==> src/rtl/alu_add_arbiter.sv <==
// alu_add_arbiter: round-robin arbiter sharing one 5-bit ripple adder between NUM_REQ requesters
module alu_add (
  input  logic [4:0] a,
  input  logic [4:0] b,
  input  logic       cin,
  output logic [4:0] sum,
  output logic       cout
);
  logic [5:0] c;
  assign c[0] = cin;
  for (genvar i = 0; i < 5; i++) begin : g_bit
    assign sum[i]   = a[i] ^ b[i] ^ c[i];
    assign c[i + 1] = (a[i] & b[i]) | (c[i] & (a[i] ^ b[i]));
  end
  assign cout = c[5];
endmodule

module alu_add_arbiter #(
  parameter int NUM_REQ = 4,
  parameter int ID_W    = 2
) (
  input  logic                 clk,
  input  logic                 rst,
  input  logic [NUM_REQ-1:0]   req_valid,
  output logic [NUM_REQ-1:0]   req_ready,
  input  logic [5*NUM_REQ-1:0] req_operand_a,
  input  logic [5*NUM_REQ-1:0] req_operand_b,
  output logic                 rsp_valid,
  input  logic                 rsp_ready,
  output logic [ID_W-1:0]      rsp_id,
  output logic [4:0]           rsp_result,
  output logic                 rsp_carry_out,
  output logic                 busy
);
  typedef enum logic [1:0] {IDLE, EXEC, RESP} state_t;
  state_t          state, next_state;
  logic [ID_W-1:0] last_grant, win;
  logic            found;
  logic [4:0]      op_a, op_b, sum;
  logic            cout;
  logic [4:0]      a_arr [NUM_REQ];
  logic [4:0]      b_arr [NUM_REQ];
  for (genvar i = 0; i < NUM_REQ; i++) begin : g_unpack
    assign a_arr[i] = req_operand_a[5*i +: 5];
    assign b_arr[i] = req_operand_b[5*i +: 5];
  end
  alu_add u_add (.a(op_a), .b(op_b), .cin(1'b0), .sum(sum), .cout(cout));
  always_comb begin
    win   = last_grant;
    found = 1'b0;
    for (int k = 1; k <= NUM_REQ; k++) begin
      if (!found && req_valid[ID_W'((int'(last_grant) + k) % NUM_REQ)]) begin
        win   = ID_W'((int'(last_grant) + k) % NUM_REQ);
        found = 1'b1;
      end
    end
  end
  always_comb begin
    next_state = state == IDLE ? (found ? EXEC : IDLE) :
                 state == EXEC ? RESP : (rsp_ready ? IDLE : RESP);
    req_ready  = (state == IDLE && found) ? NUM_REQ'(1) << win : '0;
    busy       = state != IDLE;
  end
  always_ff @(posedge clk) begin
    if (rst) begin
      state         <= IDLE;
      last_grant    <= ID_W'(NUM_REQ - 1);
      op_a          <= '0;
      op_b          <= '0;
      rsp_id        <= '0;
      rsp_result    <= '0;
      rsp_carry_out <= 1'b0;
      rsp_valid     <= 1'b0;
    end else begin
      state <= next_state;
      if (state == IDLE && found) begin
        op_a       <= a_arr[win];
        op_b       <= b_arr[win];
        rsp_id     <= win;
        last_grant <= win;
      end
      if (state == EXEC) begin
        rsp_result    <= sum;
        rsp_carry_out <= cout;
        rsp_valid     <= 1'b1;
      end
      if (state == RESP && rsp_ready) rsp_valid <= 1'b0;
    end
  end
endmodule
==> config.mk <==
export PLATFORM = sky130hd
export DESIGN_NAME = alu_add_arbiter
export DESIGN_NICKNAME = d
export VERILOG_FILES = /design/src/rtl/alu_add_arbiter.sv
export SDC_FILE = /design/constraint.sdc
export NUM_CORES = 1
export LEC_CHECK = 0
export ABC_AREA = 0
export BUFFER_PORTS_ARGS = -buffer_cell sky130_fd_sc_hd__buf_2
export CAP_MARGIN = 0
export CORE_MARGIN = 2
export CORE_UTILIZATION = 50
export DETAILED_ROUTE_END_ITERATION = 8
export PLACE_DENSITY = 0.83
export SYNTH_ARGS = -nofsm -noshare
export SYNTH_HDL_FRONTEND = slang
export SYNTH_SLANG_ARGS = --single-unit
==> constraint.sdc <==
create_clock -name clk -period 6.35 [get_ports clk]
set_input_delay 0 -clock clk [delete_from_list [all_inputs] [get_ports clk]]
set_output_delay 0 -clock clk [all_outputs]
set_load 0.03 [all_outputs]
# Word level (Yosys, flattened, before mapping)
# Cells that the tools add are included.
dict set report word_totals {
  memories 0
  latch_bits 0
  regBits 23
  out_inout_bits 14
  ramBits 0
  elab_cells 85
  in_bits 47
  mem_bits_ro 0
}
dict set report op_classes {
  n_shift 1
  muxes 31
  n_mul 0
  n_addsub 4
  eq_ne 2
  n_div 0
  n_reduce_logical 11
  magnitude_cmp 5
  bitwise 23
}
# operator count
set op_table {}
lappend op_table {{$bmux 5 s2} 2}
lappend op_table {{$mux 5} 4}
lappend op_table {{$lt 2x4->1 const B} 4}
lappend op_table {{$mux 2} 7}
lappend op_table {{$mux 1} 13}
lappend op_table {{$and 1x1->1} 9}
lappend op_table {{$xor 1x1->1} 9}
lappend op_table {{$bmux 1 s2} 4}
lappend op_table {{$logic_and 1x1->1} 5}
lappend op_table {{$add 2x1->2 const B} 2}
lappend op_table {{$add 2x2->2 const B} 2}
lappend op_table {{$mux 4} 1}
lappend op_table {{$or 1x1->1} 4}
lappend op_table {{$shl 1x2->4 const A} 1}
lappend op_table {{$ge 3x3->1 const B} 1}
lappend op_table {{$logic_not 1->1} 3}
lappend op_table {{$not 2->3} 1}
lappend op_table {{$eq 2x1->1 const B} 1}
lappend op_table {{$eq 2x2->1 const B} 1}
lappend op_table {{$logic_not 2->1} 1}
lappend op_table {{$reduce_bool 2->1} 1}
lappend op_table {{$reduce_or 2->1} 1}

# Logic depth before layout (Yosys ltp)
dict set report depth {
  ltp_word 18
  ltp_mapped 9
  mapped_depth_nobuf 9
}

# Cells and area by module
# Synthesis repeated with hierarchy kept, for this count alone.
dict set report unflattened {
  cells_unflattened 142
  area_unflattened_um2 1353.8
}
# mod instances cells_per_inst seq_area_each_um2 area_each_um2
set modules_own_cells {}
lappend modules_own_cells {alu_add_arbiter 1 127 460.4 1216.2}
lappend modules_own_cells {alu_add 1 15 0.0 137.6}

# Worst setup path after synthesis
# Ideal clock, no wire load.
dict set report synth_timing {
  kind {register -> register}
  startpoint {reg op_a[0]}
  endpoint {reg rsp_result[4]}
  t_arrival_ns 2.075
  slack_ns 4.190
  t_required_ns 6.264
  setup_ns 0.086
  n_path_buf 0
  stages_incl_launch_ff 10
  synth_period_minus_slack_ns 2.160
  cell_sequence {dfxtp_1 ha_1 inv_1 fa_1 inv_1 fa_1 fa_1 inv_1 fa_1 a211oi_1}
}
dict set report synth_between {
  elab_chain_len 8
}
# item line_no
set synth_lines {}
lappend synth_lines {{from (decl)} 39} ;# logic [4:0] op_a, op_b, sum;
lappend synth_lines {{from (signal assigned)} 77} ;# op_a <= a_arr[win];
lappend synth_lines {{$and 1x1->1 (2 in a row)} 13} ;# assign c[i + 1] = (a[i] & b[i]) | (c[i] & (a[i] ^ b[i]));
lappend synth_lines {{$or 1x1->1} 13}
lappend synth_lines {{$and 1x1->1} 13}
lappend synth_lines {{$or 1x1->1} 13}
lappend synth_lines {{$and 1x1->1} 13}
lappend synth_lines {{$or 1x1->1} 13}
lappend synth_lines {{$xor 1x1->1} 12} ;# assign sum[i] = a[i] ^ b[i] ^ c[i];
lappend synth_lines {{to (signal assigned)} 83} ;# rsp_result <= sum;
lappend synth_lines {{to (decl)} 31} ;# output logic [4:0] rsp_result,
# Every way passes these cells.
# A chain may end at the register's enable or synchronous reset.

# Final worst setup path
dict set report layout_timing {
  startpoint {reg last_grant[1]}
  endpoint {reg op_a[0]}
}
dict set report layout_between {
  elab_chain_len 18
  word_cells_on_any_way 35
  classes_between {add/sub: 4; mux: 23; bitwise: 1; reduce/logical: 7}
}
# item line_no
set layout_lines {}
lappend layout_lines {{from (decl)} 37} ;# logic [ID_W-1:0] last_grant, win;
lappend layout_lines {{from (signal assigned)} 67} ;# last_grant <= ID_W'(NUM_REQ - 1);
lappend layout_lines {{from (signal assigned)} 80} ;# last_grant <= win;
lappend layout_lines {{$add 2x1->2} {52, 53}}
lappend layout_lines {{$bmux 1 s2} 52} ;# if (!found && req_valid[ID_W'((int'(last_grant) + k) % NUM_REQ)]) begin
lappend layout_lines {{$mux 1 (implied by the code) (2 in a row)} 52}
lappend layout_lines {{$mux 1} 52}
lappend layout_lines {{$logic_not 1->1} 52}
lappend layout_lines {{$logic_and 1x1->1} 52}
lappend layout_lines {{$mux 1} 52}
lappend layout_lines {{$logic_not 1->1} 52}
lappend layout_lines {{$logic_and 1x1->1} 52}
lappend layout_lines {{$mux 1} 52}
lappend layout_lines {{$logic_not 1->1} 52}
lappend layout_lines {{$logic_and 1x1->1} 52}
lappend layout_lines {{$mux 2} 52}
lappend layout_lines {{$not 2->3 (implied by the code)} 77}
lappend layout_lines {{$bmux 5 s2} 77}
lappend layout_lines {{$mux 5 (implied by the code) (2 in a row)} 77}
# Parallel ways exist; a longest one is shown, timed or not. The select of a mux whose other input is x is not followed.

==> results.json <==
{
  "synthTopCellsByArea": "dfxtp_1, mux2i_1, fa_1, o31ai_1, nand4_1",
  "max_freq_ghz": 0.381,
  "period_share": 0.413,
  "setup_viol": 0,
  "htreeDepth": 1,
  "synth_edf_count": 0,
  "die_height_um": 58.1,
  "cts_resized": 0,
  "ant_nets": 0,
  "hold_viol_final": 0,
  "antenna_cells": 0,
  "ys_types": 39,
  "cts_tree": "yes",
  "grt.met1_usage": 0.325,
  "ys.flop_type": "dfxtp_1",
  "skew_ns": 0.00161,
  "use_met2": 0.372,
  "cp-end-kind": "register",
  "synth_area_per_cell_sq_um": 8.87,
  "worstPathArrival_ns": 2.82,
  "status": "complete, no violations",
  "row_count": 19,
  "die_w_um": 58.1,
  "grt_max_degree": 20,
  "vias": 1477,
  "power.leakage_nw": 0.866,
  "grt_first_pass_wirelength_mm": 6.02,
  "start_util": 0.531,
  "timing.slew.headroom": 0.492,
  "nets": 280,
  "critPathRequiredTime_ns": 6.55,
  "drive_gt1_frac": 0.317,
  "wirelength_mm": 3.67,
  "wl_per_cell_um": 14.2,
  "grt_util_all_layers": 0.232,
  "drt-pass1-iter-count": 4,
  "met3_usage": 0.0246,
  "rsz0062_at_grt": "false",
  "dpl.hpwl_mm": 2.65,
  "syn_to_final_growth_pct": 27.9,
  "synth.ff_latch_count": 23,
  "antenna_found_initial": 0,
  "path_class": "reg2reg",
  "hold_class": "in2reg",
  "drcViolationCount": 0,
  "cts_max_path_buffers": 2,
  "vias_per_cell": 5.72,
  "fin_tns_setup_ns": 0,
  "tightest_slew_ns": 0.760,
  "cp_max_fo": 12,
  "final_common_cell": "buf_2",
  "dp_cells": 244,
  "port_buffers": 60,
  "worstSkewPairLatency_ns": 0.31,
  "cp-start-kind": "register",
  "die_area_sq_um": 3380,
  "synthArstFlopShare": 0,
  "cts_made_buffers": 3,
  "grt_pass1_vias": 1359,
  "synth-seq-area-share": 0.315,
  "clockRootBuffer": "clkbuf_4",
  "ios": 61,
  "stdcell_count": 258,
  "grt.overflow.total": 0,
  "final.min_clock_period_ns": 2.62,
  "n_fill_cell": 238,
  "first_iter_violations": 42,
  "syn_nets": 217,
  "max_cap_violations": 0,
  "synth_area_leader_cell": "dfxtp_1",
  "syn_area_sq_um": 1460,
  "maxSlewViolCount": 0,
  "ys_warn_count": 0,
  "peakVddDrop_uv": 183,
  "most-common-layout-cells": "buf_2, dfxtp_1, nor2_1",
  "powerDensity_nw_per_um2": 244,
  "synth_top_cell_area_share": 0.315,
  "top_usage_layer": "met2",
  "core-area_sq_um": 2760,
  "synth_cells": 165,
  "place_congestion": 0.817,
  "clock_sinks": 23,
  "cts.clk_slew.worst_paths_ns": 0.12
}
-- kinds of logic after synthesis --
kind of cell,synth area share
DFF,0.315
muxes,0.0957
AOI/OAI and AO/OA,0.243
and+or+nand+nor,0.219
adders and majority gates,0.0632
buffers and inverters,0.0649
-- critical path, cell delays in order, from the launching register on --
cell	delay, ns
dfxtp_1	0.46
nor2b_1	0.09
o21a_1	0.31
nor3_4	0.70
mux2i_1	0.29
dlygate4sd3_1	0.58
o211ai_1	0.08
-- path summary, 6_finish.rpt --
path,to,depth (start not counted),startpoint,slack (ns)
max,op_a[0],6,last_grant[1],3.73
min,op_a[1],3,req_operand_a[6],0.01
max reg2reg,op_a[0],6,last_grant[1],3.73
min reg2reg,rsp_result[1],2,rsp_result[1],0.50
-- Yosys cell counts, types with 2 or more instances --
| master | instances |
|---|---|
| inv_1 | 8 |
| o31ai_1 | 10 |
| or2_4 | 2 |
| nor2b_1 | 4 |
| o211ai_1 | 5 |
| dfxtp_1 | 23 |
| nand3_1 | 12 |
| fa_1 | 4 |
| a21bo_1 | 5 |
| nand3b_1 | 2 |
| o21a_1 | 2 |
| clkbuf_1 | 6 |
| o221ai_1 | 5 |
| o21ai_1 | 2 |
| o21ai_0 | 2 |
| nand4_1 | 11 |
| and2_1 | 2 |
| a211o_1 | 5 |
| mux2i_1 | 14 |
| buf_2 | 4 |
| a211oi_1 | 3 |
| nand2_1 | 3 |
| nor2_1 | 15 |
-- state kept, by name (all words and copies together) (netlist names) --
name           count
op_b               5
rsp_result         5
rsp_id             2
rsp_valid          1
state              2
last_grant         2
rsp_carry_out      1
op_a               5
-- metrics by stage --
step	worst slack, ns	util	area (sq um)	hold WS (ns)	power [mW]
floorplan	4.19	-	1460	0.212	0.333
global placement	4.16	0.633	1750	0.309	0.377
detailed placement	4.09	0.633	1750	0.312	0.382
CTS	3.81	0.675	1860	0.000835	0.457
global route	3.58	0.679	1870	0.000778	0.489
finish	3.73	0.679	1870	0.0145	0.456
-- metal layers --
layer | wire length, um | part of all wire
met5 | 0 | 0
met4 | 40 | 0.011
met3 | 207 | 0.056
met2 | 1750 | 0.48
met1 | 1670 | 0.45
-- layout make-up --
class                           count  area (sq um)  area share
Timing Repair Buffer               70           400       0.214
Tap cell                           31          38.8      0.0207
Sequential cell                    23           460       0.246
Multi-Input combinational cell    120           908       0.485
Clock buffer                        4          26.3      0.0140
Inverter                           10          37.5      0.0201
-- power by group --
part / switching, mW / internal (mW)
combinational: 0.118 / 0.0846
sequential: 0.0177 / 0.170
clock: 0.0423 / 0.0245
total: 0.177 / 0.279
-- timing repair --
action,in CTS,in global routing
endpoints found under the setup margin,0,0
setup buffers,0,0
hold endpoints to repair,5,1
hold buffers,9,1
Note: power is estimated with default switching activity, not from simulation.
